<file path="src/rtl/spr_sched_pkg.sv">
// Shared definitions for the per-scanline sprite scheduler.
// Latency: n/a (constants, types and one pure function).
// Backpressure: n/a.
//
// Contents: FSM state codes, OAM word field offsets, attribute bit
// positions, renderer load-word field positions, the slot record and
// the helper that packs a slot plus pattern row into a renderer word.
package spr_sched_pkg;

    // Top-level FSM state codes
    localparam logic [2:0] ST_IDLE        = 3'd0;
    localparam logic [2:0] ST_EVAL        = 3'd1;
    localparam logic [2:0] ST_FETCH       = 3'd2;
    localparam logic [2:0] ST_LOAD_SETUP  = 3'd3;
    localparam logic [2:0] ST_LOAD_STROBE = 3'd4;
    localparam logic [2:0] ST_DONE        = 3'd5;

    // OAM entry field offsets (each field is 8 bits)
    localparam int OAM_Y_LSB    = 0;
    localparam int OAM_TILE_LSB = 8;
    localparam int OAM_ATTR_LSB = 16;
    localparam int OAM_X_LSB    = 24;

    // Bit positions inside the attribute byte
    localparam int ATTR_PAL_LSB = 0;
    localparam int ATTR_PRI     = 5;
    localparam int ATTR_HFLIP   = 6;
    localparam int ATTR_VFLIP   = 7;

    // Renderer load word field positions
    localparam int RB_PAT_LSB = 0;
    localparam int RB_X_LSB   = 16;
    localparam int RB_PAL_LSB = 24;
    localparam int RB_PRI     = 29;
    localparam int RB_HFLIP   = 30;

    typedef struct packed {
        logic [7:0] tile;
        logic [2:0] row;
        logic [7:0] x;
        logic [1:0] pal;
        logic       pri;
        logic       hflip;
    } slot_t;

    // Unused bits of the load word are forced to zero.
    function automatic logic [31:0] build_rend(input slot_t s, input logic [15:0] pat);
        logic [31:0] w;
        w                    = '0;
        w[RB_PAT_LSB +: 16]  = pat;
        w[RB_X_LSB   +: 8]   = s.x;
        w[RB_PAL_LSB +: 2]   = s.pal;
        w[RB_PRI]            = s.pri;
        w[RB_HFLIP]          = s.hflip;
        return w;
    endfunction

endpackage

</file>
<file path="src/rtl/spr_sched_eval.sv">
// OAM scan: walks all entries, keeps the first NUM_REND in range of the line.
// Latency: NUM_SPR+1 cycles from start to done, less on overflow.
// Backpressure: none; OAM is read one entry per cycle with fixed 1-cycle latency.
//
// Ports: start (restarts the scan, also while active), scanline (sampled
// on start), oam_addr/oam_data (synchronous OAM read), done (one-cycle,
// combinational, in the cycle of the last evaluation), any_slot (slot
// count after this cycle is non-zero), count/overflow/slots (results,
// stable from done until the next start).
module spr_eval
    import spr_sched_pkg::*;
#(
    parameter int NUM_SPR  = 64,
    parameter int NUM_REND = 8,
    parameter int SPR_H    = 8,
    localparam int AW = $clog2(NUM_SPR),
    localparam int CW = $clog2(NUM_REND + 1),
    localparam int SW = $clog2(NUM_REND)
) (
    input  logic                   clk,
    input  logic                   reset,
    input  logic                   start,
    input  logic [7:0]             scanline,
    output logic [AW-1:0]          oam_addr,
    input  logic [31:0]            oam_data,
    output logic                   done,
    output logic                   any_slot,
    output logic [CW-1:0]          count,
    output logic                   overflow,
    output slot_t [NUM_REND-1:0]   slots
);

    logic       active;
    logic       addr_vld;   // oam_addr holds an entry still to be read
    logic       rd_vld;     // oam_data holds the entry addressed last cycle
    logic       rd_last;    // ... and that entry is the final one
    logic [7:0] line;
    logic [7:0] diff;
    logic [7:0] attr;
    logic       in_range;
    logic       hit_full;
    slot_t      new_slot;
    logic       unused_attr;

    assign attr     = oam_data[OAM_ATTR_LSB +: 8];
    assign diff     = line - oam_data[OAM_Y_LSB +: 8];   // wraps mod 256
    assign in_range = active && rd_vld && (diff < 8'(SPR_H));
    assign hit_full = in_range && (count == CW'(NUM_REND));
    assign done     = active && rd_vld && (rd_last || hit_full);
    assign any_slot = (count != '0) || (in_range && !hit_full);

    // 7 - r on three bits is the bitwise complement
    assign new_slot = '{
        tile:  oam_data[OAM_TILE_LSB +: 8],
        row:   attr[ATTR_VFLIP] ? ~diff[2:0] : diff[2:0],
        x:     oam_data[OAM_X_LSB +: 8],
        pal:   attr[ATTR_PAL_LSB +: 2],
        pri:   attr[ATTR_PRI],
        hflip: attr[ATTR_HFLIP]
    };

    // Attribute bits 4:2 carry nothing the renderer needs
    assign unused_attr = ^attr[4:2];

    always_ff @(posedge clk) begin
        if (reset) begin
            active   <= 1'b0;
            addr_vld <= 1'b0;
            rd_vld   <= 1'b0;
            rd_last  <= 1'b0;
            oam_addr <= '0;
            count    <= '0;
            overflow <= 1'b0;
            line     <= '0;
        end else if (start) begin
            active   <= 1'b1;
            addr_vld <= 1'b1;
            rd_vld   <= 1'b0;
            rd_last  <= 1'b0;
            oam_addr <= '0;
            count    <= '0;
            overflow <= 1'b0;
            line     <= scanline;
        end else if (active) begin
            rd_vld  <= addr_vld;
            rd_last <= addr_vld && (oam_addr == AW'(NUM_SPR - 1));
            if (addr_vld) begin
                if (oam_addr == AW'(NUM_SPR - 1)) begin
                    addr_vld <= 1'b0;
                end else begin
                    oam_addr <= oam_addr + 1'b1;
                end
            end
            if (in_range) begin
                if (hit_full) begin
                    overflow <= 1'b1;
                end else begin
                    count <= count + 1'b1;
                end
            end
            if (done) begin
                active   <= 1'b0;
                addr_vld <= 1'b0;
                rd_vld   <= 1'b0;
            end
        end
    end

    // Slot storage needs no reset: only slots below count are ever read
    always_ff @(posedge clk) begin
        if (!reset && !start && in_range && !hit_full) begin
            slots[count[SW-1:0]] <= new_slot;
        end
    end

endmodule

</file>
<file path="src/rtl/spr_sched.sv">
// Per-scanline sprite scheduler: selects, fetches and loads up to NUM_REND sprites.
// Latency: (NUM_SPR+1) + per sprite (fetch wait + 3) + 1 cycles from line_start.
// Backpressure: pattern fetch holds pat_req until pat_ack, waiting indefinitely.
//
// Ports: line_start/scanline start a line (also restart while busy);
// oam_addr/oam_data read OAM; pat_req/pat_tile/pat_row/pat_ack/pat_data
// fetch pattern rows; rend_buf + one-hot rend_now load the renderers;
// draw and sprite_overflow are published at the end of the line and held
// until the next line_start; busy is high outside IDLE.
module spr_sched
    import spr_sched_pkg::*;
#(
    parameter int NUM_SPR  = 64,
    parameter int NUM_REND = 8,
    parameter int SPR_H    = 8,
    localparam int AW = $clog2(NUM_SPR),
    localparam int CW = $clog2(NUM_REND + 1),
    localparam int SW = $clog2(NUM_REND)
) (
    input  logic                clk,
    input  logic                reset,
    input  logic                line_start,
    input  logic [7:0]          scanline,
    output logic [AW-1:0]       oam_addr,
    input  logic [31:0]         oam_data,
    output logic                pat_req,
    output logic [7:0]          pat_tile,
    output logic [2:0]          pat_row,
    input  logic                pat_ack,
    input  logic [15:0]         pat_data,
    output logic [31:0]         rend_buf,
    output logic [NUM_REND-1:0] rend_now,
    output logic [NUM_REND-1:0] draw,
    output logic                sprite_overflow,
    output logic                busy
);

    logic [2:0]            state;
    logic [CW-1:0]         k;
    logic                  eval_done;
    logic                  eval_any;
    logic [CW-1:0]         eval_count;
    logic                  eval_ovf;
    slot_t [NUM_REND-1:0]  eval_slots;
    slot_t                 cur;
    logic [NUM_REND-1:0]   draw_mask;

    spr_eval #(
        .NUM_SPR  (NUM_SPR),
        .NUM_REND (NUM_REND),
        .SPR_H    (SPR_H)
    ) u_eval (
        .clk      (clk),
        .reset    (reset),
        .start    (line_start),
        .scanline (scanline),
        .oam_addr (oam_addr),
        .oam_data (oam_data),
        .done     (eval_done),
        .any_slot (eval_any),
        .count    (eval_count),
        .overflow (eval_ovf),
        .slots    (eval_slots)
    );

    assign cur = eval_slots[k[SW-1:0]];

    // Request and strobe decode straight from the registered state, so a
    // restart or reset removes them in the very next cycle.
    assign pat_req  = (state == ST_FETCH);
    assign pat_tile = pat_req ? cur.tile : '0;
    assign pat_row  = pat_req ? cur.row  : '0;
    assign rend_now = (state == ST_LOAD_STROBE) ? (NUM_REND'(1) << k) : '0;
    assign busy     = (state != ST_IDLE);

    always_comb begin
        draw_mask = '0;
        for (int i = 0; i < NUM_REND; i++) begin
            draw_mask[i] = (CW'(i) < eval_count);
        end
    end

    always_ff @(posedge clk) begin
        if (reset) begin
            state           <= ST_IDLE;
            k               <= '0;
            rend_buf        <= '0;
            draw            <= '0;
            sprite_overflow <= 1'b0;
        end else if (line_start) begin
            // Any in-flight fetch is abandoned; a coincident pat_ack is dropped
            state           <= ST_EVAL;
            k               <= '0;
            draw            <= '0;
            sprite_overflow <= 1'b0;
        end else begin
            case (state)
                ST_EVAL: begin
                    if (eval_done) begin
                        k     <= '0;
                        state <= eval_any ? ST_FETCH : ST_DONE;
                    end
                end
                ST_FETCH: begin
                    if (pat_ack) begin
                        rend_buf <= build_rend(cur, pat_data);
                        state    <= ST_LOAD_SETUP;
                    end
                end
                ST_LOAD_SETUP: begin
                    state <= ST_LOAD_STROBE;
                end
                ST_LOAD_STROBE: begin
                    if ((k + 1'b1) < eval_count) begin
                        k     <= k + 1'b1;
                        state <= ST_FETCH;
                    end else begin
                        state <= ST_DONE;
                    end
                end
                ST_DONE: begin
                    draw            <= draw_mask;
                    sprite_overflow <= eval_ovf;
                    state           <= ST_IDLE;
                end
                default: begin
                    state <= ST_IDLE;
                end
            endcase
        end
    end

endmodule

</file>
<file path="config.mk">
export PLATFORM = sky130hd
export DESIGN_NAME = spr_sched
export DESIGN_NICKNAME = d
export VERILOG_FILES = /design/src/rtl/spr_sched_pkg.sv /design/src/rtl/spr_sched_eval.sv /design/src/rtl/spr_sched.sv
export SDC_FILE = /design/constraint.sdc
export NUM_CORES = 1
export LEC_CHECK = 0
export BUFFER_PORTS_ARGS = -buffer_cell sky130_fd_sc_hd__buf_2
export CORE_MARGIN = 3
export CORE_UTILIZATION = 50
export DETAILED_ROUTE_END_ITERATION = 16
export PLACE_DENSITY_LB_ADDON = 0.05
export SLEW_MARGIN = 25
export SYNTH_ARGS = -nofsm -noshare
export SYNTH_HDL_FRONTEND = slang
export SYNTH_SLANG_ARGS = --single-unit
export TNS_END_PERCENT = 30
</file>
<file path="constraint.sdc">
create_clock -name clk -period 6.8 [get_ports clk]
set_clock_uncertainty 0.15 [all_clocks]
set_input_delay 2.04 -clock clk [delete_from_list [all_inputs] [get_ports clk]]
set_output_delay 2.04 -clock clk [all_outputs]
set_load 0.01 [all_outputs]
</file>
==> results by group, run 1 <==
Logic synthesis
  – Post-Synthesis Cell Area: around 10,000 µm²
  – Area share of the largest cell type after synthesis: 0.537
  – EDFF count, synth: between 150 and 200
  – Area leader, netlist: edfxtp_1
  – Yosys warnings: 0
  – Synthesized instance count: 694
  – Asr flop ratio synth: 0
  – Synth area leaders: edfxtp_1, dfxtp_1, mux4_2
  – Unique masters post-synth: 56
  – Register area share after synthesis: 0.668
  – Yosys reg bits: around 250
  – Synth Flop Type: edfxtp_1
  – Synth Area per Inst: 14.8 µm²

Floorplan
  – Die Wd: 149 µm
  – Die height: about 150 µm
  – Core area: 19,800 µm²
  – Initial core utilization: 0.518
  – Die area: 22,300 µm²
  – # rows: between 50 and 60
  – I/O pins: 128

Cells and area
  – Final instance area: 12,000 µm²
  – Ratio of cells with drive above 1 in the final layout: 0.272
  – P&R area growth vs syn: 16.5%
  – NumNets Final: 898
  – Ant. Diodes: 0

Job
  – Max-Cap Viols: 0

Detailed routing
  – Vias per inst: approximately 5.5
  – DRT antenna net count: 0
  – Vias: 6,063
  – DRC Markers: 0
  – Routed WL per cell: 19.3 µm
  – Detailed Route WL: 21,300 µm
  – First drt pass iteration count: 5
  – DR iter-0 viols: 344

STA
  – Slew Limit Fails: 0
  – Post-layout min period: 5.14 ns
  – Worst Slack Setup Final: approximately 1.7 ns
  – Worst Tran Pin Value: 0.900 ns
  – Fin. Hold Viols: 0
  – TNS Setup: 0 ns
  – Tcrit/Tclk final: 0.756
  – Maximum clock frequency: 0.194 GHz
  – Slew margin rel.: 0.400
  – Final setup violation count: 0
  – Unrepaired setup endpoints after global routing: false

Place
  – Placement Cell Area: 11,200 µm²
  – Post-DP HPWL: approximately 13,000 µm
  – Final Wtd Congestion: ~0.86
  – Buffers on Ports: 120
  – Dpl ws: 1.10 ns

Worst setup path
  – Crit path required time: 6.85 ns
  – CP Class: primary input to register
  – Crit start category: primary input
  – CP Capture Type: register
  – Arrival @ worst endpoint: 5.19 ns
  – Crit Path Max Fanout: 17

Global route
  – Total GRT Usage: 0.192
  – Global-route wire length before repair: 33,500 µm
  – Remaining Overflow, GRT: 0
  – Largest net degree at the start of global routing: 45
  – Antenna violations before repair: 1
  – Number of global-route vias before repair: a little over 6,000

Clock network
  – Total CTS buffers: 27
  – CTS Hold Bufs: 0
  – CTS tree: done
  – Worst-path clk slew: approximately 0.060 ns
  – CTS max path bufs: 3
  – Clock latency on the worst-skew pair: 0.52 ns
  – Clk sinks: 251
  – Cts repair resizes: 0
  – Number of setup buffers added after CTS: 0
  – CTS root buffer: clkbuf_16
  – H-tree levels: 1

Pwr
  – Power per cell area: 259 nW/µm²
  – Maximum VDD drop: 202 µV
  – Static leakage: 0.00438 µW

Status
  – Status: completed

Worst hold path
  – Hold/Removal Path Class: register to register
[cells in the mapped netlist (all sizes together), types with 5 or more instances]
| cell type | count |
|---|---|
| xnor2 | 6 |
| inv | 19 |
| nor3 | 6 |
| xor2 | 5 |
| ha | 20 |
| a21o | 6 |
| nand2 | 66 |
| nand4 | 5 |
| nor2 | 44 |
| clkbuf | 24 |
| dfxtp | 67 |
| mux2i | 26 |
| edfxtp | 184 |
| and3 | 9 |
| o21ai | 11 |
| and2 | 9 |
| a21oi | 40 |
| buf | 17 |
| nand3 | 10 |
| a211oi | 18 |
| mux4 | 46 |
[power by group]
group          internal [µW]  leakage, µW  switching [µW]
Sequential              1650      0.00220            6.12
Combinational           40.7      0.00178            66.9
Clock                    783     0.000400             556
[through the flow]
stage | std cells | total power [µW] | hold slack (ns) | util
final | 1101 | 3110 | 0.301 | 0.604
after global routing | 1101 | 3220 | 0.312 | 0.604
after CTS | 1101 | 3140 | 0.304 | 0.604
after detailed placement | 1053 | 1800 | 0.297 | 0.563
after global placement | 1053 | 1790 | 0.288 | 0.563
after floorplan | 697 | 1760 | 0.287 | -
[path summary, 6_finish.rpt]
check            startpoint         endpoint  slack (ns)  depth (start not counted)
max             oam_data[0]  u_eval.slots[4]        1.66                         11
min reg2reg     rend_buf[5]      rend_buf[5]        0.30                          2
min             rend_buf[5]      rend_buf[5]        0.30                          2
max reg2reg  u_eval.line[0]  u_eval.slots[4]        2.90                         11
[logic make-up after synthesis]
| logic type | synth area share |
|---|---|
| flip-flops | 0.668 |
| AND/OR/NAND/NOR | 0.0792 |
| AO/OA/AOI/OAI | 0.0666 |
| multiplexers | 0.126 |
| buffers and inverters | 0.0245 |
| adder cells (fa/ha/maj) | 0.0263 |
| XOR/XNOR | 0.00937 |
| other | 0.000365 |
[area by class of cell]
| cell class | count | area, µm² |
|---|---|---|
| clock inverter | 10 | 86.3 |
| inverter | 21 | 78.8 |
| tap | 265 | 332 |
| timing repair buffer | 132 | 691 |
| clock buffer | 38 | 727 |
| fill | 1556 | 7860 |
| sequential | 251 | 6870 |
| multi-input combinational | 384 | 3200 |
[flip-flops by register name, summed over array words and instances, names as in the netlist]
signal,cells
sprite_overflow,1
u_eval.active,1
u_eval.oam_addr,6
rend_buf,28
k,4
draw,8
u_eval.addr_vld,1
u_eval.line,8
state,3
u_eval.rd_last,1
u_eval.count,4
u_eval.overflow,1
u_eval.rd_vld,1
u_eval.slots,184
[layer usage]
| layer | track usage | routed length (µm) | vias to the layer above |
|---|---|---|---|
| li1 | - | - | 2879 |
| met1 | 0.269 | 9440 | 2994 |
| met2 | 0.321 | 10300 | 163 |
| met3 | 0.0336 | 1210 | 25 |
| met4 | 0.0352 | 279 | 2 |
| met5 | 0 | 9 | - |
[layout by cell type, fill, tap and decap left out, types with 6 or more instances in the layout]
| cell type | netlist | final |
|---|---|---|
| mux4_2 | 46 | 46 |
| buf_4 | 4 | 12 |
| a211oi_1 | 17 | 17 |
| nand2_1 | 66 | 66 |
| clkbuf_1 | 24 | 10 |
| edfxtp_1 | 184 | 184 |
| mux2i_1 | 26 | 26 |
| and2_1 | 9 | 9 |
| a21oi_1 | 40 | 40 |
| o21ai_0 | 9 | 9 |
| ha_1 | 20 | 20 |
| xnor2_1 | 6 | 6 |
| buf_2 | 3 | 120 |
| clkbuf_16 | 0 | 27 |
| nor2_1 | 44 | 43 |
| nand3_1 | 10 | 10 |
| inv_1 | 19 | 19 |
| and3_1 | 9 | 9 |
| dfxtp_1 | 67 | 66 |
[worst max-delay path: stages]
cell,delay (ns)
buf_2,0.09
ha_1,0.14
inv_1,0.05
fa_1,0.42
a211o_1,0.32
a21o_1,0.17
a311o_1,0.41
a211o_1,0.39
nor4_2,0.31
and3_1,0.46
buf_4,0.38
Note: power is estimated with default switching activity, not from simulation.
==> run 2, diff against run 1 <==
- clock period: 6.8 -> 4.76 ns (I/O delays scaled with it)
==> run 2 against run 1 <==
Net effect:
- final cell count up 0.54%
- first-iteration DRC count down 12%
- setup slack worse by 1.2 ns
- critical path type is now register to output pin
==> results by group, run 2 (synthesis gave the netlist of run 1 again) <==
Status
  – Status: completed

Place
  – Final Wtd Congestion: 0.824 (-4.4%)
  – Post-DP HPWL: 13,300 µm (+1.8%)
  – Post-placement cell count: 1,061 (+0.76%)
  – Dpl ws: 0.201 ns (-0.902 ns)
  – Buffers on Ports: 120 (unchanged)

Worst setup path
  – CP bufs+invs: 3 (unchanged)
  – Crit. path cell count: 5 (-6)
  – Delay-heaviest family, CP: buffers and inverters
  – Arrival @ worst endpoint: 2.76 ns (-2.43 ns)
  – CP Capture Type: output pin
  – FF-to-FF End: k[1]
  – FF-to-FF Start: k[1]
  – CP Class: register to output pin
  – Delay of the slowest cell on the worst path: 0.75 ns (+0.29 ns)
  – Highest-delay cell along the critical path: clkinv_1
  – CP cell instances: buf_4, clkinv_1, ha_1, and3_1, buf_2
  – Worst R2R Setup Slack: 0.84 ns (-2.06 ns)
  – FF-to-FF path depth: 10 (-1)
  – Crit path required time: 3.18 ns (-3.67 ns)
  – Crit Path Max Fanout: 27 (+10)
  – Crit start category: register

Clock network
  – Worst-path clk slew: 0.06 ns (about the same)
  – Cts repair resizes: 0 (unchanged)
  – CTS root buffer: clkbuf_16
  – Number of setup buffers added after CTS: 0 (unchanged)
  – Total CTS buffers: 26 (-3.7%)
  – CTS tree: done
  – H-tree levels: 1 (unchanged)
  – Clock latency on the worst-skew pair: 0.52 ns (about the same)
  – CTS max path bufs: 3 (unchanged)
  – CTS Hold Bufs: 0 (unchanged)
  – Clk sinks: 251 (unchanged)

Floorplan
  – Core area: 19,800 µm² (unchanged)
  – # rows: 51 (unchanged)
  – Die area: 22,300 µm² (unchanged)
  – Die Wd: 149 µm (unchanged)
  – Die height: 149 µm (unchanged)
  – I/O pins: 128 (unchanged)
  – Initial core utilization: 0.518 (unchanged)

STA
  – Slew margin rel.: 0.466 (+0.0658)
  – Slew Limit Fails: 0 (unchanged)
  – Unrepaired setup endpoints after global routing: false
  – Tcrit/Tclk final: 0.912
  – Worst Tran Pin Value: 0.802 ns (-0.0986 ns)
  – Fin. Hold Viols: 0 (unchanged)
  – Maximum clock frequency: 0.230 GHz
  – Final setup violation count: 0 (unchanged)
  – Worst Slack Setup Final: 0.419 ns (-1.24 ns)
  – Post-layout min period: 4.34 ns

Cells and area
  – NumNets Final: 905 (+0.78%)
  – Most frequent cells in the layout: edfxtp_1, buf_2, nand2_1, dfxtp_1, mux4_2
  – Number of flip-flops under the largest register name: 184 (unchanged)
  – Ratio of cells with drive above 1 in the final layout: 0.278 (+0.00638)
  – Ant. Diodes: 0 (unchanged)
  – FILL cells: 1,551 (-0.32%)
  – Final cell count without fillers: 1,107 (+0.54%)
  – P&R area growth vs syn: 18.5%
  – Commonest non-fill, non-tap cell in the layout: edfxtp_1

Global route
  – Remaining Overflow, GRT: 0 (unchanged)
  – Gr busiest metal: met2
  – GR met3 Demand/Resource: 0.0315 (-0.00212)
  – Antenna violations before repair: 1 (unchanged)
  – Number of global-route vias before repair: 6,302 (+1.8%)
  – Global-route wire length before repair: 33,700 µm (+0.58%)
  – Largest net degree at the start of global routing: 44 (-2.2%)
  – Total GRT Usage: 0.193 (+0.00105)
  – Global-route met2 utilization: 0.332 (+0.0109)
  – Met1 global-route usage: 0.259 (-0.0105)

Detailed routing
  – DR iter-0 viols: 304 (-12%)
  – Detailed Route WL: 21,400 µm (+0.50%)
  – DRC Markers: 0 (unchanged)
  – DRT antenna net count: 0 (unchanged)
  – Vias: 6,162 (+1.6%)
  – Vias per inst: 5.57 (+1.1%)
  – Routed WL per cell: 19.3 µm (about the same)
  – First drt pass iteration count: 5 (unchanged)

Job
  – Max-Cap Viols: 0 (unchanged)

Worst hold path
  – Hold/Removal Path Class: register to register
  – Hold depth: 2 (unchanged)
  – Worst Hold Launch: rend_buf[1]
  – Worst Hold End: rend_buf[1]

Pwr
  – Static leakage: 0.00444 µW (+1.5%)
  – Maximum VDD drop: 260 µV (+29%)
  – Power per cell area: 368 nW/µm² (+42%)
## run 2: cell count changes in the layout (fill, tap and decap cells not counted), sizes merged
cell and delta:
buf +8, clkbuf -8, clkinv +5, bufinv +2, inv -1
## run 2: layout make-up
type | instances | area, µm² | share of cell area
clock buffer | 30 | 687 | 0.0564
clock inverter | 16 | 148 | 0.0121
inverter | 21 | 78.8 | 0.00647
multi-input combinational | 384 | 3220 | 0.264
sequential | 251 | 6870 | 0.564
tap | 265 | 332 | 0.0272
timing repair buffer | 140 | 851 | 0.0698
## run 2: how the worst max path moves through the flow
| stage | start | to | slack (ns) |
|---|---|---|---|
| after CTS | k[1] | rend_now[5] | 0.35 |
| after floorplan | oam_data[0] | u_eval.slots[115] | -0.24 |
| after detailed placement | oam_data[0] | u_eval.slots[111] | 0.20 |
| final | k[1] | rend_now[5] | 0.42 |
| after global routing | k[1] | rend_now[4] | 0.26 |
| after global placement | oam_data[0] | u_eval.slots[111] | 0.20 |
## run 2: stage by stage
| stage | power, µW | utilization | setup TNS, ns | hold WS, ns | area (µm²) |
|---|---|---|---|---|---|
| floorplan | 2510 | - | -16.31 | 0.287 | 10300 |
| global placement | 2560 | 0.572 | 0 | 0.290 | 11300 |
| detailed placement | 2570 | 0.572 | 0 | 0.295 | 11300 |
| CTS | 4530 | 0.614 | 0 | 0.303 | 12200 |
| global route | 4650 | 0.614 | 0 | 0.327 | 12200 |
| finish | 4490 | 0.614 | 0 | 0.301 | 12200 |
## run 2: per-layer routing
layer | wire [µm] | vias to the layer above
met1 | 9160 | 3043
met4 | 315 | 2
met5 | 13 | -
met3 | 1170 | 32
met2 | 10700 | 183
li1 | - | 2902
## run 2: report_power, final
part	switching, µW	internal (µW)	total (µW)
combinational	95.2	59.2	154
sequential	8.51	2360	2370
clock	776	1190	1960
## run 2: worst register-to-register path, cell delays in order (launching register included)
cell and delay (ns):
dfxtp_1 0.31, buf_4 0.36, clkinv_1 0.76, ha_1 0.61
ha_1 0.27, a21boi_0 0.12, o211a_1 0.28, or3_1 0.37
o21ai_0 0.16, or2_1 0.26, mux2i_1 0.20
